## src/rtl/eusci_uart_pkg.sv

```systemverilog
// Shared definitions for the eUSCI UART receive path.
// Covers FSM encodings, the receive-FIFO word layout and the legal data-width range.
package eusci_uart_pkg;

  typedef enum logic [2:0] {
    ST_IDLE   = 3'd0,
    ST_START  = 3'd1,
    ST_DATA   = 3'd2,
    ST_PARITY = 3'd3,
    ST_STOP2  = 3'd4,
    ST_STOP1  = 3'd5
  } rx_state_t;

  // FIFO word = {BRK, FE, PE, data}; flag positions are offsets above the data field.
  localparam int DATA_LSB = 0;
  localparam int PE_BIT   = 0;
  localparam int FE_BIT   = 1;
  localparam int BRK_BIT  = 2;
  localparam int FLAG_W   = 3;

  localparam logic [3:0] DBITS_MIN = 4'd5;

  function automatic logic [3:0] clamp_dbits(input logic [3:0] v, input logic [3:0] vmax);
    logic [3:0] r;
    r = v;
    if (v < DBITS_MIN) r = DBITS_MIN;
    if (v > vmax)      r = vmax;
    return r;
  endfunction

endpackage

```

## src/rtl/uart_rx_engine_rx_fifo.sv

```systemverilog
// Synchronous show-ahead FIFO; the head word is visible without a pop.
// A push into a full FIFO succeeds only when a pop happens on the same edge.
module rx_fifo #(
  parameter int WIDTH = 12,
  parameter int DEPTH = 4
) (
  input  logic                           clk,
  input  logic                           srst,
  input  logic                           i_push,
  input  logic [WIDTH-1:0]               i_wdata,
  input  logic                           i_pop,
  output logic [WIDTH-1:0]               o_rdata,
  output logic                           o_full,
  output logic                           o_empty,
  output logic [$clog2(DEPTH+1)-1:0]     o_count
);

  localparam int AW = $clog2(DEPTH);
  localparam int CW = $clog2(DEPTH+1);

  logic [WIDTH-1:0] r_mem [DEPTH];
  logic [AW-1:0]    r_wr_ptr;
  logic [AW-1:0]    r_rd_ptr;
  logic [CW-1:0]    r_count;
  logic             w_pop;
  logic             w_push;

  assign o_full  = (r_count == CW'(DEPTH));
  assign o_empty = (r_count == '0);
  assign o_count = r_count;
  assign o_rdata = r_mem[r_rd_ptr];

  assign w_pop  = i_pop & ~o_empty;
  assign w_push = i_push & (~o_full | w_pop);

  always_ff @(posedge clk) begin
    if (w_push) r_mem[r_wr_ptr] <= i_wdata;
  end

  always_ff @(posedge clk) begin
    if (srst) begin
      r_wr_ptr <= '0;
      r_rd_ptr <= '0;
      r_count  <= '0;
    end else begin
      if (w_push) r_wr_ptr <= r_wr_ptr + AW'(1);
      if (w_pop)  r_rd_ptr <= r_rd_ptr + AW'(1);
      case ({w_push, w_pop})
        2'b10:   r_count <= r_count + CW'(1);
        2'b01:   r_count <= r_count - CW'(1);
        default: r_count <= r_count;
      endcase
    end
  end

endmodule

```

## src/rtl/uart_rx_engine.sv

```systemverilog
// eUSCI UART receiver: oversampled majority-vote bit recovery, false-start rejection,
// per-frame config shadowing and a show-ahead FIFO carrying per-character error flags.
module uart_rx_engine
  import eusci_uart_pkg::*;
#(
  parameter int DATA_MAX   = 9,
  parameter int OVS        = 16,
  parameter int FIFO_DEPTH = 4
) (
  input  logic                              MCLK,
  input  logic                              reset,
  input  logic                              sampleTick,
  input  logic                              Rx,
  input  logic                              cfgEnable,
  input  logic [3:0]                        cfgDataBits,
  input  logic                              cfgPEN,
  input  logic                              cfgPAR,
  input  logic                              cfgMSB,
  input  logic                              cfgSPB,
  input  logic                              cfgRXEIE,
  input  logic                              rdEn,
  output logic [DATA_MAX-1:0]               RxData,
  output logic                              RxPE,
  output logic                              RxFE,
  output logic                              RxBRK,
  output logic                              RxValid,
  output logic                              RxOE,
  output logic                              RxBusy,
  output logic [$clog2(FIFO_DEPTH+1)-1:0]   fifoCount
);

  localparam int TW = $clog2(OVS);
  localparam int WW = DATA_MAX + FLAG_W;
  localparam logic [TW-1:0] T_ONE  = TW'(1);
  localparam logic [TW-1:0] T_S0   = TW'(OVS/2 - 1);
  localparam logic [TW-1:0] T_S1   = TW'(OVS/2);
  localparam logic [TW-1:0] T_RES  = TW'(OVS/2 + 1);
  localparam logic [TW-1:0] T_LAST = TW'(OVS - 1);

  rx_state_t r_state, w_state_next;

  logic [TW-1:0]       r_tick_cnt;
  logic [3:0]          r_bit_cnt;
  logic                r_s0, r_s1, r_last_sample;
  logic [DATA_MAX-1:0] r_data;
  logic                r_par, r_pe, r_fe, r_all_zero;
  logic [3:0]          r_dbits;
  logic                r_pen, r_par_even, r_msb, r_spb, r_rxeie;
  logic                r_push, r_oe;
  logic [WW-1:0]       r_push_word;

  logic                w_clr, w_maj, w_active, w_start, w_resolve, w_bound, w_last_data;
  logic [3:0]          w_idx;
  logic                w_fe_final, w_brk_final, w_complete, w_push_ok;
  logic [WW-1:0]       w_word;
  logic                w_pop, w_full, w_empty;
  logic [WW-1:0]       w_head;

  assign w_clr       = reset | ~cfgEnable;
  assign w_maj       = (r_s0 & r_s1) | (r_s0 & Rx) | (r_s1 & Rx);
  assign w_active    = (r_state != ST_IDLE);
  assign w_start     = sampleTick & ~w_active & r_last_sample & ~Rx;
  assign w_resolve   = sampleTick & w_active & (r_tick_cnt == T_RES);
  assign w_bound     = sampleTick & w_active & (r_tick_cnt == T_LAST);
  assign w_last_data = (r_bit_cnt == r_dbits - 4'd1);
  assign w_idx       = r_msb ? (r_dbits - 4'd1 - r_bit_cnt) : r_bit_cnt;

  // FSM: state register
  always_ff @(posedge MCLK) begin
    if (w_clr) r_state <= ST_IDLE;
    else       r_state <= w_state_next;
  end

  // FSM: next state
  always_comb begin
    w_state_next = r_state;
    unique case (r_state)
      ST_IDLE:   if (w_start) w_state_next = ST_START;
      ST_START: begin
        if (w_resolve && w_maj) w_state_next = ST_IDLE;
        else if (w_bound)       w_state_next = ST_DATA;
      end
      ST_DATA: begin
        if (w_bound && w_last_data)
          w_state_next = r_pen ? ST_PARITY : (r_spb ? ST_STOP2 : ST_STOP1);
      end
      ST_PARITY: if (w_bound) w_state_next = r_spb ? ST_STOP2 : ST_STOP1;
      ST_STOP2:  if (w_bound) w_state_next = ST_STOP1;
      ST_STOP1:  if (w_resolve) w_state_next = ST_IDLE;
      default:   w_state_next = ST_IDLE;
    endcase
  end

  // FSM: outputs; a frame completes mid stop bit so the next start edge is never missed
  always_comb begin
    RxBusy      = w_active;
    w_fe_final  = r_fe | ~w_maj;
    w_brk_final = r_all_zero & ~w_maj;
    w_complete  = w_resolve & (r_state == ST_STOP1);
    w_push_ok   = w_complete & (r_rxeie | ~(r_pe | w_fe_final | w_brk_final));
    w_word      = '0;
    w_word[DATA_MAX-1:DATA_LSB]  = r_data;
    w_word[DATA_MAX + PE_BIT]    = r_pe;
    w_word[DATA_MAX + FE_BIT]    = w_fe_final;
    w_word[DATA_MAX + BRK_BIT]   = w_brk_final;
  end

  always_ff @(posedge MCLK) begin
    if (w_clr) begin
      r_tick_cnt    <= '0;
      r_bit_cnt     <= '0;
      r_s0          <= 1'b1;
      r_s1          <= 1'b1;
      r_last_sample <= 1'b1;
      r_data        <= '0;
      r_par         <= 1'b0;
      r_pe          <= 1'b0;
      r_fe          <= 1'b0;
      r_all_zero    <= 1'b0;
      r_dbits       <= DBITS_MIN;
      r_pen         <= 1'b0;
      r_par_even    <= 1'b0;
      r_msb         <= 1'b0;
      r_spb         <= 1'b0;
      r_rxeie       <= 1'b0;
      r_push        <= 1'b0;
      r_push_word   <= '0;
    end else begin
      r_push      <= w_push_ok;
      r_push_word <= w_word;
      if (sampleTick) r_last_sample <= Rx;
      if (w_start) begin
        r_tick_cnt <= T_ONE;
        r_bit_cnt  <= '0;
        r_data     <= '0;
        r_par      <= 1'b0;
        r_pe       <= 1'b0;
        r_fe       <= 1'b0;
        r_all_zero <= 1'b1;
        r_dbits    <= clamp_dbits(cfgDataBits, 4'(DATA_MAX));
        r_pen      <= cfgPEN;
        r_par_even <= cfgPAR;
        r_msb      <= cfgMSB;
        r_spb      <= cfgSPB;
        r_rxeie    <= cfgRXEIE;
      end else if (sampleTick && w_active) begin
        r_tick_cnt <= (r_tick_cnt == T_LAST) ? '0 : r_tick_cnt + T_ONE;
        if (r_tick_cnt == T_S0) r_s0 <= Rx;
        if (r_tick_cnt == T_S1) r_s1 <= Rx;
        if (w_resolve) begin
          r_all_zero <= r_all_zero & ~w_maj;
          unique case (r_state)
            ST_DATA: begin
              for (int i = 0; i < DATA_MAX; i++)
                if (w_idx == 4'(i)) r_data[i] <= w_maj;
              r_par <= r_par ^ w_maj;
            end
            ST_PARITY: r_pe <= r_par_even ? (r_par ^ w_maj) : ~(r_par ^ w_maj);
            ST_STOP2:  r_fe <= ~w_maj;
            default:   ;
          endcase
        end
        if (w_bound && r_state == ST_DATA) r_bit_cnt <= r_bit_cnt + 4'd1;
      end
    end
  end

  assign w_pop = rdEn & ~w_empty;

  // Overrun only when the push really finds no room, i.e. no pop on the same edge
  always_ff @(posedge MCLK) begin
    if (w_clr)                          r_oe <= 1'b0;
    else if (w_pop)                     r_oe <= 1'b0;
    else if (r_push && w_full)          r_oe <= 1'b1;
  end

  rx_fifo #(
    .WIDTH (WW),
    .DEPTH (FIFO_DEPTH)
  ) u_fifo (
    .clk     (MCLK),
    .srst    (w_clr),
    .i_push  (r_push),
    .i_wdata (r_push_word),
    .i_pop   (w_pop),
    .o_rdata (w_head),
    .o_full  (w_full),
    .o_empty (w_empty),
    .o_count (fifoCount)
  );

  always_comb begin
    RxData  = w_empty ? '0 : w_head[DATA_MAX-1:DATA_LSB];
    RxPE    = ~w_empty & w_head[DATA_MAX + PE_BIT];
    RxFE    = ~w_empty & w_head[DATA_MAX + FE_BIT];
    RxBRK   = ~w_empty & w_head[DATA_MAX + BRK_BIT];
    RxValid = ~w_empty;
    RxOE    = r_oe;
  end

endmodule

```

## config.mk

```make
export PLATFORM = sky130hd
export DESIGN_NAME = uart_rx_engine
export DESIGN_NICKNAME = d
export VERILOG_FILES = /design/src/rtl/eusci_uart_pkg.sv /design/src/rtl/uart_rx_engine_rx_fifo.sv /design/src/rtl/uart_rx_engine.sv
export SDC_FILE = /design/constraint.sdc
export NUM_CORES = 1
export LEC_CHECK = 0
export ABC_AREA = 1
export ABC_CLOCK_PERIOD_IN_PS = 2600
export CELL_PAD_IN_SITES_DETAIL_PLACEMENT = 1
export CELL_PAD_IN_SITES_GLOBAL_PLACEMENT = 2
export CORE_AREA = 2 2 114 116
export CTS_BUF_LIST = sky130_fd_sc_hd__clkbuf_8
export DETAILED_ROUTE_END_ITERATION = 6
export DIE_AREA = 0 0 116 118
export MAX_ROUTING_LAYER = met4
export PLACE_DENSITY = 0.89
export SYNTH_ARGS = -nofsm -noshare
export SYNTH_HDL_FRONTEND = slang
export SYNTH_SLANG_ARGS = --single-unit
export TNS_END_PERCENT = 10
```

## constraint.sdc

```tcl
create_clock -name MCLK -period 2.6 [get_ports MCLK]
set_input_delay 0.52 -clock MCLK [delete_from_list [all_inputs] [get_ports MCLK]]
set_output_delay 0.52 -clock MCLK [all_outputs]
set_load 0.01 [all_outputs]
```

==> flow_summary.ini <==
[die]
die_w_microns = 116
start_util = 0.375
die_h_microns = 118
io-pin-count = 33
die_area_sq_mm = 0.0137
row_count = 41
core_area_sq_mm = 0.0124

[clock_tree]
worstSkewPairLatency_ns = 0.38
cts_buffers = 9
clkTransAtPathRegs_ns = 0.10
tritoncts = yes
cts_max_level = 3
clock-sinks = 107
clk_path_buf_depth = 2
cts-root-buf = clkbuf_8

[worst_setup_path]
max_stage_delay_ns = 0.55
r2r_cells = 10
setup.worst_path.class = reg -> out
cp_slowest_cell = clkdlybuf4s50_1
required_ns = 2.08
worstPathArrival_ns = 1.95
end_kind = output pin
cp_cell_sequence = clkinvlp_4 > buf_4 > nor2_1 > o21ai_0 > a21oi_1 > clkdlybuf4s50_1
worstSetupStartpointType = register
crit_fanout = 6

[hold_path]
min_path_type = reg -> reg
min_path_cells = 2

[yosys]
synth-xor-area-share = 0.00565
yosys_warnings = 0
synth-adder-area-share = 0.0436
netlist_area_sq_mm = 0.00465
seq_area_frac_synth = 0.564
synth_nets = 562
synth_compound_area_frac = 0.124
synthSimpleGateAreaFrac = 0.197
syn_avg_cell_area_sq_um = 8.75
muxShareOfSynthArea = 0
yosysUniqueCellTypes = 36
synth_enable_flop_cells = 48
synth_top_family_by_area = simple AND/OR/NAND/NOR gates
async_flop_share = 0
netlist_instances = 532
netlist.area_leader.share = 0.310
synthFlopType = dfxtp_1
yosys.area.top_type = edfxtp_1
yosys_register_bits = 107
synth.area.top_cells = edfxtp_1 31%, dfxtp_1 25%, nor2_1 8.9%

[pwr]
p_per_area_mw_per_mm2 = 519
p_leak_nw = 2.07
ir_worst_vdd_uv = 200
total_power_mw = 2.84

[placed_design]
dpl_worst_slack_ns = 0.183
io_buffers = 32
finalWeightedCongestion = 0.816
hpwlAfterDp_microns = 7560

[cells_and_area]
nNetsFinal = 610
drive_gt1_frac = 0.0906
diodes = 0
area_delta_synth_final_pct = 17.6

[timing]
rsz0062_at_grt = no
timing.slew.headroom = 0.725
fmax_ghz = 0.404
finalClockSkew_ns = 0.00590
hold_viol = 0
tightest_slew_ns = 0.408
fin_ws_ns = 0.127
finalCritPeriodShare = 0.951
drv_slew = 0
setup_tns_ns = 0
period_minus_slack_ns = 2.47
setup_violations = 0
hold_slack_ns = 0.431

[drt]
routed_wl_microns = 10300
drt-wirelength-per-cell_microns = 13.6
drtAntennaViolNets = 0
drt_iter0_markers = 121
drc = 0
first_pass_iters = 6
vias_per_cell = 4.71
route.vias.total = 3568

[global_route]
antenna_found_initial = 0
first_global_vias = 3716
grt_pass1_wl_microns = 17300
overflow = 0
grt_max_degree = 25
grtUsageTotal = 0.164

[flow_run]
cap_violations = 0

[outcome]
status = completed
[area by class of cell]
cell class / count / area, sq um
fill: 1498 / 6940
sequential: 107 / 2630
multi-input combinational: 343 / 1720
timing repair buffer: 50 / 460
inverter: 69 / 264
tap: 172 / 215
clock buffer: 9 / 124
clock inverter: 7 / 63.8
[what timing repair did]
item,CTS,global route
setup endpoints to repair,0,6
gates resized for setup,0,7
hold buffers,0,0
setup buffers,0,2
[critical path, delay by kind of cell (launching register included)]
family	cells	cell delay (ns)
flops	1	0.37
simple gates	1	0.10
compound gates	2	0.21
buf+inv	3	0.90
[registers in the layout (all words and copies together), names as in the netlist, 2 cells and up, named ones only]
| name | count |
|---|---|
| r_data | 9 |
| u_fifo.r_rd_ptr | 2 |
| u_fifo.r_wr_ptr | 2 |
| u_fifo.o_count | 3 |
| r_tick_cnt | 4 |
| r_bit_cnt | 4 |
| r_push_word | 12 |
| r_dbits | 4 |
| r_state | 3 |
| u_fifo.r_mem | 48 |
[per-stage QoR]
| step | area, sq um | utilization | std cells |
|---|---|---|---|
| 6_report | 5470 | 0.441 | 757 |
| 4_1_cts | 5450 | 0.439 | 755 |
| 2_1_floorplan | 4650 | - | 532 |
| 3_5_place_dp | 5260 | 0.424 | 739 |
| 5_1_grt | 5470 | 0.441 | 757 |
| 3_3_place_gp | 5260 | 0.424 | 739 |
[layer usage]
metal / track usage / up-vias / wire length [microns]
met5: - / - / 0
met1: 0.187 / 1681 / 4590
met3: 0.0340 / 11 / 247
met2: 0.288 / 36 / 5360
li1: - / 1840 / -
met4: 0.0484 / 0 / 109
[logic make-up (layout without fill, tap and decap cells)]
kind of cell	Yosys count	in the layout
XOR/XNOR	3	3
adder cells (fa/ha/maj)	15	15
AO/OA/AOI/OAI	106	106
buffers and inverters	82	135
flip-flops	107	107
AND/OR/NAND/NOR	219	219
[cell usage in the layout (no fill, tap or decap), drive strengths merged, types with 2 or more instances in the layout]
cell type      count
nor2             114
buf               18
fa                 2
dfxtp             59
clkdlybuf4s50     30
edfxtp            48
o22ai              2
clkinvlp           3
inv               72
clkbuf             9
a21oi             38
or2                2
nand3             21
xor2               3
nor3               4
o311ai             2
a22oi              2
dlymetal6s2s       2
nand2             72
ha                13
nand4              5
o21ai             55
[power breakdown]
part	total, mW	switching, mW	internal, mW
Combinational	0.107	0.0613	0.0461
Clock	0.983	0.611	0.372
Sequential	1.75	0.00498	1.75
[synth_stat cells (6+ instances only)]
master / number
a21oi_1: 38
edfxtp_1: 48
nand2_1: 70
o21ai_1: 13
o21ai_0: 42
ha_1: 13
dfxtp_1: 59
clkbuf_1: 11
nand3_1: 19
nor2_1: 110
inv_2: 6
inv_1: 63
[final timing paths]
kind	start	endpoint	slack [ns]
worst min-delay path	r_data[3]	r_push_word[3]	0.43
worst max-delay path	register	RxPE	0.13
worst max register to register	r_dbits[0]	r_data[6]	0.32
worst min register to register	r_data[3]	r_push_word[3]	0.43
Power figures use the tool's default switching activity.
==> RTL edit: new RTL, config.mk and constraints unchanged <==
Re-encode `rx_state_t` (6 states) as Gray code, 3 bits wide.
--- a/src/rtl/eusci_uart_pkg.sv
+++ b/src/rtl/eusci_uart_pkg.sv
@@ -3,12 +3,12 @@
 package eusci_uart_pkg;
 
   typedef enum logic [2:0] {
-    ST_IDLE   = 3'd0,
-    ST_START  = 3'd1,
-    ST_DATA   = 3'd2,
-    ST_PARITY = 3'd3,
-    ST_STOP2  = 3'd4,
-    ST_STOP1  = 3'd5
+    ST_IDLE   = 3'b000,
+    ST_START  = 3'b001,
+    ST_DATA   = 3'b011,
+    ST_PARITY = 3'b010,
+    ST_STOP2  = 3'b110,
+    ST_STOP1  = 3'b111
   } rx_state_t;
 
   // FIFO word = {BRK, FE, PE, data}; flag positions are offsets above the data field.
Formal check against the unedited RTL: no difference found for any inputs over 10 cycles, from zero or initial values; not proved beyond that.
==> RTL edit against the original RTL <==
Synthesized cell count up 2.6%. Wire length up 4.8%. Design area up 2.1%. Area after synthesis up 2.0%. Worst setup slack worse by 0.0097 ns. Sequential cell count unchanged. Die area unchanged. Total power up 3.9%.
==> RTL edit: results (changes against the original RTL) <==
* Status: finished, final reports clean (unchanged)
* Area contributors post-synth: edfxtp_1 30%, dfxtp_1 25%, nor2_1 8.7%, nand2_1 5.8%, inv_1 5.0% (was edfxtp_1 31%, dfxtp_1 25%, nor2_1 8.9%, nand2_1 5.6%, inv_1 5.1%)
* Routability Congestion at 0.877 (was 0.816)
* DP Cell Count at 752 (was 739)
* Worst R2R Setup Slack at 0.27 ns (was 0.32 ns)
* XOR/XNOR Fraction of Synth Area at 0.00738 (was 0.00565)
* Root Buffer: clkbuf_8 (unchanged)
* First-pass DRT Iterations at 4 (was 6)
* Complex-gate fraction of the synthesized area at 0.111 (was 0.124)
* Clock skew at 0.0198 ns (was 0.00590 ns)
* Hold_sp: r_data[4] (was r_data[3])
* Register area share after synthesis at 0.552 (was 0.564)
* Post-DR wirelength/cell at 14.0 µm (was 13.6 µm)
* Synth cell count leaders: 110 x nor2_1, 73 x nand2_1, 63 x inv_1, 59 x dfxtp_1, 48 x edfxtp_1 (was 110 x nor2_1, 70 x nand2_1, 63 x inv_1, 59 x dfxtp_1, 48 x edfxtp_1)
* Syn nets at 576 (was 562)
* Worst rel slew slack at 0.672 (was 0.725)
* DP HPWL at 7.73 mm (was 7.56 mm)
* Pint at 2260 µW (was 2160 µW)
* Syn Inst Count at 546 (was 532)
* Yosys cell types at 35 (was 36)
* Worst r2r dst: r_data[8] (was r_data[6])
* Critical Path Fanout Max at 10 (was 6)
* Vias per std cell at 4.87 (was 4.71)
* Maximum number of pins on one net before global-route repair at 20 (was 25)
* Post-synth EDFFs at 48 (unchanged)
* Vias in the first global route at 3896 (was 3716)
* R2R cell count at 14 (was 10)
* Via count at 3751 (was 3568)
* Layout cells sized above 1 at 0.110 (was 0.0906)
* Post-synthesis adder-cell area fraction at 0.0427 (was 0.0436)
* Pleak at 0.00211 µW (was 0.00207 µW)
* Peak supply drop at 0.238 mV (was 0.200 mV)
* Global-route wire length before repair at 18.6 mm (was 17.3 mm)
* All-Layer GR Usage at 0.176 (was 0.164)
* Slowest stage delay, CP at 0.57 ns (was 0.55 ns)
## RTL edit: changes by cell type in the layout (fill, tap and decap cells not counted), moves of 4 or more
cell / before / now
o21ai_1: 14 / 4
nand4_1: 5 / 11
o21ai_0: 41 / 47
nor3_1: 4 / 8
nor2_2: 2 / 8
inv_2: 5 / 11
a21oi_1: 38 / 31
## RTL edit: stage by stage
stage / util / instance area, µm² / worst slack [ns] / hold slack [ns]
floorplan: - / 4750 / 0.503 / 0.409
global placement: 0.430 / 5340 / 0.186 / 0.418
detailed placement: 0.430 / 5340 / 0.0820 / 0.422
CTS: 0.449 / 5580 / 0.0102 / 0.438
global route: 0.450 / 5590 / -0.0714 / 0.450
finish: 0.450 / 5590 / 0.118 / 0.436
## RTL edit: how the worst max path moves through the flow
stage | end | slack [ns] | cells after the start
CTS | RxData[3] | 0.01 | 5
detailed placement | RxFE | 0.08 | 4
global route | RxPE | -0.07 | 6
finish | RxPE | 0.12 | 6
floorplan | r_data[1] | 0.50 | 10
global placement | RxPE | 0.19 | 4
## RTL edit: layer usage
layer	vias up	wire (µm)	track usage
met1	1800	4710	0.201
li1	1882	-	-
met4	0	208	0.0580
met5	-	0	-
met3	20	281	0.0371
met2	49	5600	0.303
## RTL edit: cells by family after synthesis
| family | Yosys count |
|---|---|
| and+or+nand+nor | 238 |
| DFF | 107 |
| AOI/OAI and AO/OA | 97 |
| buffers and inverters | 85 |
| adders and majority gates | 15 |
| xor gates and xnor gates | 4 |
## RTL edit: final cells by class
| type | instances | area (µm²) |
|---|---|---|
| fillers | 1496 | 6830 |
| flip-flops and latches | 107 | 2630 |
| multi-input cells | 354 | 1810 |
| repair buffers | 47 | 445 |
| inverters | 74 | 282 |
| well taps | 172 | 215 |
| clock buffers | 9 | 124 |
| clock inverters | 7 | 82.6 |
| repair inverters | 1 | 7.51 |
## RTL edit: timing repair
action,in CTS,in global routing
gates cloned,1,0
hold buffers,0,0
buffers inserted,2,0
resized for setup,4,5
pin swaps,0,1
endpoints found under the setup margin,12,7
## RTL edit: power by group through the flow
stage | clock [µW] | sequential, µW | combinational (µW)
floorplan | 0 | 1790 | 75.2
global placement | 0 | 1790 | 122
detailed placement | 0 | 1790 | 126
CTS | 1100 | 1750 | 126
global route | 1170 | 1750 | 140
finish | 1080 | 1750 | 124
## RTL edit: critical path: cells and delay by family (launching register included)
kind                   cells  cell delay (ns)
DFF                        1             0.40
AOI/OAI and AO/OA          2             0.30
buffers and inverters      2             0.75
and+or+nand+nor            2             0.15
